## src/rtl/ecc_chk_delay.sv

```systemverilog
`default_nettype none
// +--------------------------------------------------------------------------+
// | Module     : ecc_chk_delay                                               |
// | Description: Fixed-depth valid + payload shift register. Moves one stage |
// |              every cycle with no backpressure; reset empties it.         |
// | Revision   : 1.0 - initial release                                       |
// +--------------------------------------------------------------------------+
module ecc_chk_delay #(
    parameter int DEPTH = 2,
    parameter int W     = 8
) (
    input  logic         clk,
    input  logic         rst,
    input  logic         i_valid,
    input  logic [W-1:0] i_data,
    output logic         o_valid,
    output logic [W-1:0] o_data
);

    logic [DEPTH-1:0] r_vld;
    logic [W-1:0]     r_data [DEPTH];

    // Shift the descriptor one stage per cycle; reset drops everything in flight.
    always_ff @(posedge clk) begin
        if (rst) begin
            r_vld <= '0;
            for (int i = 0; i < DEPTH; i++) begin
                r_data[i] <= '0;
            end
        end else begin
            r_vld[0]  <= i_valid;
            r_data[0] <= i_data;
            for (int i = 1; i < DEPTH; i++) begin
                r_vld[i]  <= r_vld[i-1];
                r_data[i] <= r_data[i-1];
            end
        end
    end

    assign o_valid = r_vld[DEPTH-1];
    assign o_data  = r_data[DEPTH-1];

endmodule
`default_nettype wire

```

## config.mk

```make
export PLATFORM = sky130hd
export DESIGN_NAME = ecc_chk_delay
export DESIGN_NICKNAME = d
export VERILOG_FILES = /design/src/rtl/ecc_chk_delay.sv
export SDC_FILE = /design/constraint.sdc
export NUM_CORES = 1
export LEC_CHECK = 0
export CAP_MARGIN = 15
export CORE_MARGIN = 5
export CORE_UTILIZATION = 28
export DETAILED_ROUTE_END_ITERATION = 8
export PLACE_DENSITY = 0.61
export SLEW_MARGIN = 30
export SYNTH_ARGS = -nofsm -noshare
export SYNTH_HDL_FRONTEND = slang
export SYNTH_SLANG_ARGS = --single-unit
export TNS_END_PERCENT = 100
```

## constraint.sdc

```tcl
create_clock -name clk -period 0.8 [get_ports clk]
set_clock_uncertainty 0.15 [all_clocks]
set_input_delay 0.12 -clock clk [delete_from_list [all_inputs] [get_ports clk]]
set_output_delay 0.12 -clock clk [all_outputs]
set_load 0.02 [all_outputs]
```

# Word-level counts from Yosys, hierarchy flattened

Memory sizes are Yosys's and may differ from the RTL's.
Cells that the tools add are included.

Bitwise logic cells: 2
Add/sub/neg operators: 0
Reduce and logical (&&, ||, !) cells: 0
Order comparisons: 0
Multiplexer cells: 5
Divide/modulo/power cells: 0
Shift operators: 0
Equality and inequality tests: 0
Multipliers: 0

Operators by type and width:

| cell              | number |
|---|---|
| 8-bit two-way mux | 2 |
| 1-bit two-way mux | 3 |
| 1-bit OR          | 2 |

Register bits after elaboration: 2
Memory bits (writable): 16
Bits of input ports: 11
Bits in read-only memories: 0
Memories kept: 1
Latch bits: 0

Memories:

| name   | depth | bits a word | read ports | clocked after Yosys merged registers in | write ports | line | source |
|---|---|---|---|---|---|---|---|
| r_data | 2     | 8           | 2          | 0                                       | 2           | 21   | `logic [W-1:0] r_data [DEPTH];` |

# Logic depth before layout (Yosys ltp)

Gate-level depths: netlist of the first run.

Depth after elaboration: 3
Mapped depth: 2

# Worst setup path after synthesis of the first run

No wires, ideal clock.

Kind: register -> output
Start point: mem r_data[1][0], in the netlist r_data[0][8]
End point: out o_data[0]
Cell stages (with the launch flop): 2
Arrival: 416 ps
Setup slack: 114 ps
Buffers on the path: 1
Path through: dfxtp_1 > buf_4

RTL lines:

| element         | line | source |
|---|---|---|
| start, declared | 21   |  |
| end, declared   | 17   | `output logic [W-1:0] o_data` |

==> flow_summary_export.csv, run 1 <==
group,metric,value,unit
clock_tree,clk_latency,0.28,ns
place,port-buffer-count,19,
setup_path,required,0.53,ns
detailed_routing,num_vias,325,
setup_path,critical_path.max_stage_delay,0.33,ns
final_layout,final_cells,91,
final_layout,area_delta_synth_final,51.9,%
clock_tree,cts_root_buf,"clkbuf_4",
grt,grt_max_degree,11,
setup_path,worstSetupPathType,"flip-flop to primary output",
timing,fin_crit_sh,1.25,
setup_path,critPathArrivalTime,0.73,ns
timing,max_slew_margin,0.938,
final_layout,fill_cells,198,
setup_path,slowest_stage,"dfxtp_2",
synthesis,ys_seq_area_frac,0.656,
detailed_routing,wl_per_cell,8.10,µm
detailed_routing,drt_iter0_markers,0,
setup_path,crit_chain,"buf_6",
clock_tree,tritoncts,"built",
floorplanning,die-area,2950,µm²
timing,setup_tns,-1.80,ns
detailed_routing,drt-total-wl,737,µm
setup_path,cp-end-kind,"primary output",
grt,antenna_found_initial,0,
synthesis,syn_nets,56,
synthesis,synthCells,45,
timing,slew_viol_final,0,
timing,setup-violations-final,9,
outcome,failed_checks,"negative setup slack",
synthesis,ys_types,4,
clock_tree,htreeDepth,1,
final_layout,register_area,372,µm²
final_layout,num-nets-final,76,
place,gp_congestion,0.676,
timing,setup_slack,-0.201,ns
power_and_ir_drop,powerDensity,2010,nW/µm²
clock_tree,path_clk_slew,0.09,ns
power_and_ir_drop,p_leak,0.374,nW
grt,grt_pass1_vias,291,
job,maxCapViolCount,0,
detailed_routing,antenna_left,0,
floorplanning,core_area,1920,µm²
clock_tree,ctsHoldBuffers,0,
synthesis,syn_area,549,µm²
timing,worst_slew_pin_slew,0.0926,ns
clock_tree,clk_path_buf_depth,2,
clock_tree,cts_sinks,18,
final_layout,antenna_cells,0,
synthesis,syn_area_per_cell,12.2,µm²
floorplanning,std_cell_rows,16,
final_layout,multi_input_area,121,µm²
setup_path,crit_family,"flip-flops",
synthesis,yosys_warnings,0,
grt,grt_pass1_wl,1210,µm
place,dpl.cell_count,85,
setup_path,worst-path-buf-inv,1,
setup_path,crit_fanout,1,
power_and_ir_drop,peakVddDrop,1.10,mV
grt,gr-total-overflow,0,
floorplanning,start_util,0.286,
place,hpwlAfterDp,504,µm
clock_tree,cts-buffers-inserted,3,
worst_hold_path,hp-class,"input port to flip-flop",
detailed_routing,vias_per_cell,3.57,
detailed_routing,drc,0,
floorplanning,ios,20,
floorplanning,die_w,54.3,µm
synthesis,ys_ff_latch,18,
timing,final_hold_viol_count,0,
detailed_routing,dr.pass1.iters,1,
final_layout,drive_gt1_frac,0.438,
place,pre_cts_slack,-0.415,ns
timing,holdWs,0.0737,ns
timing,rsz0062_at_grt,"yes",
floorplanning,die_y,54.3,µm
outcome,outcome,"finished, violations left",
grt,grtUsageTotal,0.0638,
timing,layout_min_cycle_time,1.00,ns
timing,fmax,999,MHz
setup_path,start_kind,"flip-flop",
[layout by cell type, fill, tap and decap left out]
master            n
bufbuf_16         1
clkdlybuf4s50_1   9
clkbuf_4          3
dfxtp_1           9
buf_12            1
buf_4             3
buf_6             9
dfxtp_2           9
clkbuf_8          1
and2b_1           7
nor2b_1          11
clkbuf_2          1
[cells in the mapped netlist]
cell	number	area share
buf_4	9	0.12
and2b_1	7	0.096
dfxtp_1	18	0.66
nor2b_1	11	0.13
[layer usage]
metal | share of wire | global-route usage | vias up
met4 | 0 | 0.0373 | 0
met5 | 0 | 0 | -
li1 | - | - | 165
met3 | 0.13 | 0.0572 | 0
met1 | 0.34 | 0.0553 | 145
met2 | 0.53 | 0.0976 | 15
[metrics by stage]
| stage | cell area, µm² | power, W | util |
|---|---|---|---|
| 4_1_cts | 838 | 0.00171 | 0.436 |
| 3_3_place_gp | 741 | 0.00113 | 0.385 |
| 6_report | 835 | 0.00168 | 0.434 |
| 2_1_floorplan | 549 | 0.00105 | - |
| 5_1_grt | 835 | 0.00177 | 0.434 |
| 3_5_place_dp | 741 | 0.00113 | 0.385 |
[repair_timing]
| action | in CTS | in global routing |
|---|---|---|
| cloned | 1 | 0 |
| setup buffers | 1 | 0 |
| resized for setup | 64 | 2 |
| hold endpoints to repair | 0 | 0 |
| setup endpoints to repair | 18 | 10 |
[cell families after synthesis]
group                  count (synthesis)  synth area share
AND/OR/NAND/NOR                       18             0.221
flip-flops                            18             0.656
buffers and inverters                  9             0.123
[sequential cells by signal (all words and copies together), names as in the netlist]
name	cells
r_data	16
r_vld	2
[final cells by class]
type,count,area share
flip-flops and latches,18,0.445
repair buffers,24,0.325
multi-input cells,18,0.145
clock buffers,4,0.0435
well taps,27,0.0405
[path summary, 6_finish.rpt]
| path | slack [ns] | start | cells past startpoint | to |
|---|---|---|---|---|
| max | -0.20 | r_data[0][11] | 1 | o_data[3] |
| min | 0.07 | rst | 4 | r_data[0][12] |
| max reg2reg | 0.10 | r_vld[0] | 1 | r_vld[1] |
| min reg2reg | 0.29 | r_data[0][5] | 1 | r_data[0][13] |
[power by group]
group	switching, W	internal (W)
sequential	0.0000109	0.000941
combinational	0.0000567	0.000133
clock	0.000257	0.000277
total	0.000324	0.00135
(Power assumes the default switching activity.)
==> inputs of run 2 (changes only) <==
CELL_PAD_IN_SITES_DETAIL_PLACEMENT = 0   (was default)
CELL_PAD_IN_SITES_GLOBAL_PLACEMENT = 2   (was default)
CORE_UTILIZATION = 25   (was 28)
CTS_BUF_LIST = sky130_fd_sc_hd__clkbuf_8   (was default)
PLACE_DENSITY = 0.8   (was 0.61)
==> flow_summary_export.csv, run 2 (synthesis gave the netlist of run 1 again) <==
group,metric,value,unit
detailed_routing,num_vias,306,
place,port-buffer-count,19,
floorplanning,die-area,3230,µm²
power_and_ir_drop,pwr-share-seq,0.518,
grt,gr-total-overflow,0,
final_layout,top_regs,"r_data: 16 flops, r_vld: 2 flops",
setup_path,slowest_stage,"dfxtp_2",
final_layout,fill_cells,209,
clock_tree,cts_root_buf,"clkbuf_8",
grt,grtUsageTotal,0.0523,
final_layout,postLayoutCoreUtil,0.390,
final_layout,top_register,"r_data",
timing,max_slew_margin,0.930,
clock_tree,clk_latency,0.25,ns
timing,worst_slew_pin_slew,0.106,ns
power_and_ir_drop,clkPwrFrac,0.384,
detailed_routing,drt-total-wl,756,µm
final_layout,register_area,372,µm²
final_layout,drive_gt1_frac,0.413,
floorplanning,std_cell_rows,17,
detailed_routing,antenna_left,0,
setup_path,start_kind,"flip-flop",
timing,setup-violations-final,9,
clock_tree,path_clk_slew,0.06,ns
setup_path,worst-path-buf-inv,1,
clock_tree,htreeDepth,1,
floorplanning,start_util,0.256,
setup_path,required,0.53,ns
grt,antenna_found_initial,0,
detailed_routing,vias_per_cell,3.36,
final_layout,num-nets-final,75,
grt,grt_pass1_wl,1210,µm
timing,layout_min_cycle_time,0.955,ns
power_and_ir_drop,p_comb_frac,0.097,
clock_tree,ctsHoldBuffers,0,
timing,setup_slack,-0.155,ns
final_layout,area_delta_synth_final,52.6,%
timing,rsz0062_at_grt,"yes",
detailed_routing,wl_per_cell,8.31,µm
power_and_ir_drop,switching_share,0.186,
clock_tree,tritoncts,"built",
setup_path,critPathArrivalTime,0.69,ns
timing,slew_viol_final,0,
grt,grt_max_degree,12,
power_and_ir_drop,powerDensity,2200,nW/µm²
floorplanning,ios,20,
timing,fmax,1050,MHz
power_and_ir_drop,p_sw,0.000342,W
final_layout,layout_commonest_cell,"nor2b_1",
floorplanning,die_y,56.9,µm
place,gp_congestion,0.605,
final_layout,largest_reg_flops,16,
clock_tree,clk_path_buf_depth,2,
floorplanning,die_w,56.9,µm
floorplanning,core_area,2150,µm²
worst_hold_path,hp-class,"input port to flip-flop",
timing,setup_tns,-1.35,ns
setup_path,worstSetupPathType,"flip-flop to primary output",
setup_path,crit_fanout,1,
power_and_ir_drop,p_leak,0.368,nW
detailed_routing,drt_iter0_markers,2,
timing,final_hold_viol_count,0,
job,maxCapViolCount,0,
outcome,outcome,"finished, violations left",
place,pre_cts_slack,-0.425,ns
clock_tree,cts-buffers-inserted,3,
detailed_routing,dr.pass1.iters,2,
power_and_ir_drop,peakVddDrop,0.901,mV
clock_tree,cts_sinks,18,
setup_path,crit_family,"flip-flops",
grt,grt_pass1_vias,297,
final_layout,multi_input_area,121,µm²
setup_path,cp-end-kind,"primary output",
final_layout,antenna_cells,0,
outcome,failed_checks,"negative setup slack",
final_layout,layout_common_cells,"nor2b_1 (11), clkdlybuf4s50_1 (9), buf_6 (9), dfxtp_1 (9), dfxtp_2 (9)",
timing,fin_crit_sh,1.19,
detailed_routing,drc,0,
power_and_ir_drop,p_int,0.00150,W
setup_path,crit_chain,"buf_6",
setup_path,critical_path.max_stage_delay,0.32,ns
==> run 2: cell count changes in the layout (fill, tap and decap cells not counted) <==
cell and change:
clkbuf_4 -3, clkbuf_8 +3, buf_12 +1, buf_4 -1, bufbuf_16 -1, clkbuf_2 -1, dlygate4sd2_1 +1
==> run 2: through the flow <==
stage          hold slack [ns]  area (µm²)  total power (W)  instances
5_1_grt                  0.202         838          0.00193         91
3_5_place_dp             0.269         727          0.00113         84
2_1_floorplan           0.0416         549          0.00105         45
3_3_place_gp             0.266         727          0.00113         84
4_1_cts                  0.179         838          0.00187         91
6_report                 0.180         838          0.00184         91
==> run 2: repair_timing <==
action / CTS / global route
pin swaps: 0 / 0
setup endpoints to repair: 27 / 9
resized for setup: 64 / 0
buffers inserted: 3 / 0
gates cloned: 0 / 0
hold endpoints to repair: 0 / 0
==> run 2: worst min-delay path, stage by stage <==
cell,delay (ns)
dlygate4sd2_1,0.24
buf_12,0.13
nor2b_1,0.04
==> run 2: per-layer routing <==
layer  track usage  wire [µm]  share of wire
met2        0.0792        343           0.45
met3        0.0322         87           0.12
met4        0.0397         16          0.021
met5             0          0              0
met1        0.0512        308           0.41
==> run 2: path summary, 6_finish.rpt <==
check                    start            end  slack [ns]  cells past startpoint
setup / recovery      r_vld[1]        o_valid       -0.16                      1
hold / removal             rst   r_data[0][7]        0.18                      3
setup reg to reg      r_vld[0]       r_vld[1]        0.10                      1
hold reg to reg   r_data[0][4]  r_data[0][12]        0.28                      1
==> run 2: final cells by class <==
type,count,area share
sequential,18,0.443
tap,28,0.0418
clock buffer,4,0.0657
multi-input combinational,18,0.145
timing repair buffer,23,0.304
==> run 2: power groups by stage <==
stage	Sequential (W)	Combinational, W	Clock (W)
2_1_floorplan	0.000967	0.0000815	0
3_3_place_gp	0.000966	0.000160	0
3_5_place_dp	0.000967	0.000161	0
4_1_cts	0.000954	0.000182	0.000736
5_1_grt	0.000956	0.000192	0.000781
6_report	0.000954	0.000179	0.000708
==> inputs of run 3 (changes only) <==
--- a/config.mk
+++ b/config.mk
@@ -12,4 +12,5 @@
 export CORE_UTILIZATION = 25
 export CTS_BUF_LIST = sky130_fd_sc_hd__clkbuf_8
+export CTS_CLUSTER_DIAMETER = 60
 export DETAILED_ROUTE_END_ITERATION = 8
 export PLACE_DENSITY = 0.8
--- a/constraint.sdc
+++ b/constraint.sdc
@@ -3,3 +3,3 @@
 set_input_delay 0.12 -clock clk [delete_from_list [all_inputs] [get_ports clk]]
 set_output_delay 0.12 -clock clk [all_outputs]
-set_load 0.02 [all_outputs]
+set_load 0.1 [all_outputs]
==> flow_summary_export.csv, run 3 (synthesis gave the netlist of run 1 again) <==
group,metric,value,unit
floorplanning,die-area,3230,µm²
clock_tree,path_clk_slew,0.06,ns
grt,grt_pass1_vias,301,
power_and_ir_drop,powerDensity,2200,nW/µm²
detailed_routing,drt-total-wl,696,µm
timing,setup_slack,-0.229,ns
timing,layout_min_cycle_time,1.03,ns
place,gp_congestion,0.626,
timing,setup_tns,-2.02,ns
timing,final_hold_viol_count,0,
detailed_routing,num_vias,311,
final_layout,multi_input_area,121,µm²
timing,setup-violations-final,9,
setup_path,start_kind,"flip-flop",
setup_path,critical_path.max_stage_delay,0.34,ns
final_layout,top_register,"r_data",
clock_tree,cts-buffers-inserted,3,
timing,worst_slew_pin_slew,0.0876,ns
timing,rsz0062_at_grt,"yes",
floorplanning,die_y,56.9,µm
clock_tree,cts_sinks,18,
final_layout,drive_gt1_frac,0.413,
final_layout,top_regs,"r_data: 16 flops, r_vld: 2 flops",
worst_hold_path,whs_path_depth,3,
grt,antenna_found_initial,0,
final_layout,layout_common_cells,"nor2b_1 (11), clkdlybuf4s50_1 (9), buf_12 (9), dfxtp_1 (9), dfxtp_2 (8)",
final_layout,fill_cells,202,
power_and_ir_drop,p_leak,0.381,nW
final_layout,layout_commonest_cell,"nor2b_1",
detailed_routing,wl_per_cell,7.65,µm
job,maxCapViolCount,0,
detailed_routing,drc,0,
setup_path,worstSetupPathType,"flip-flop to primary output",
timing,fin_crit_sh,1.29,
detailed_routing,antenna_left,0,
place,dpl.cell_count,85,
place,port-buffer-count,19,
final_layout,register_area,374,µm²
setup_path,crit_fanout,1,
floorplanning,die_w,56.9,µm
grt,grt_max_degree,11,
clock_tree,clk_latency,0.25,ns
final_layout,largest_reg_flops,16,
final_layout,num-nets-final,75,
floorplanning,ios,20,
final_layout,area_delta_synth_final,63.6,%
grt,grt_pass1_wl,1320,µm
grt,gr-total-overflow,0,
floorplanning,core_area,2150,µm²
setup_path,required,0.53,ns
worst_hold_path,whs_endpoint,"r_data[0][9]",
timing,slew_viol_final,0,
setup_path,worst-path-buf-inv,1,
worst_hold_path,hp-class,"input port to flip-flop",
grt,grtUsageTotal,0.0566,
floorplanning,start_util,0.256,
place,pre_cts_slack,-0.401,ns
floorplanning,std_cell_rows,17,
setup_path,critPathArrivalTime,0.76,ns
detailed_routing,dr.pass1.iters,1,
outcome,failed_checks,"negative setup slack",
setup_path,reg2reg_from,"r_data[0][7]",
detailed_routing,vias_per_cell,3.42,
place,hpwlAfterDp,530,µm
setup_path,worstReg2RegEnd,"r_data[0][15]",
final_layout,antenna_cells,0,
timing,fmax,972,MHz
detailed_routing,drt_iter0_markers,0,
setup_path,slowest_stage,"dfxtp_2",
clock_tree,htreeDepth,1,
final_layout,final_cells,91,
setup_path,r2r_slack,0.12,ns
setup_path,cp-end-kind,"primary output",
setup_path,r2r_cells,1,
clock_tree,clk_path_buf_depth,2,
outcome,outcome,"finished, violations left",
worst_hold_path,min_from,"rst",
clock_tree,tritoncts,"built",
timing,max_slew_margin,0.942,
setup_path,crit_chain,"buf_12",
power_and_ir_drop,peakVddDrop,1.61,mV
clock_tree,cts_root_buf,"clkbuf_8",
setup_path,crit_family,"flip-flops",
run 3: how the worst max path moves through the flow:
stage,from,endpoint,cells past startpoint
floorplan,r_data[0][8],o_data[0],1
global placement,rst,r_data[0][3],3
detailed placement,rst,r_data[0][3],3
CTS,r_data[0][14],o_data[6],1
global route,r_data[0][14],o_data[6],1
finish,r_data[0][14],o_data[6],1
run 3: timing repair:
action,in CTS,in global routing
resized for setup,10,0
endpoints found under the setup margin,22,9
buffers inserted,2,0
hold buffers,0,0
run 3: final cells by class:
| type | count | area share |
|---|---|---|
| Clock buffer | 4 | 0.0613 |
| Sequential cell | 18 | 0.416 |
| Tap cell | 28 | 0.0390 |
| Timing Repair Buffer | 23 | 0.348 |
| Multi-Input combinational cell | 18 | 0.135 |
run 3: report_power, final:
group / switching, W / internal [W] / total (W)
Sequential: 0.0000177 / 0.000940 / 0.000958
Combinational: 0.000164 / 0.000146 / 0.000310
Clock: 0.000271 / 0.000436 / 0.000707
run 3: through the flow:
step	hold slack [ns]	cell area, µm²	total power [W]	utilization
3_3_place_gp	0.270	816	0.00128	0.380
5_1_grt	0.168	898	0.00207	0.418
2_1_floorplan	0.0416	583	0.00117	-
3_5_place_dp	0.269	816	0.00128	0.380
4_1_cts	0.151	898	0.00200	0.418
6_report	0.154	898	0.00197	0.418
run 3: metal layers:
layer / up-vias / wire [µm] / global-route usage / part of all wire
met5: - / 0 / 0 / 0
li1: 162 / - / - / -
met2: 14 / 335 / 0.0842 / 0.48
met4: 0 / 0 / 0.00993 / 0
met1: 135 / 275 / 0.0609 / 0.40
met3: 0 / 85 / 0.0506 / 0.12
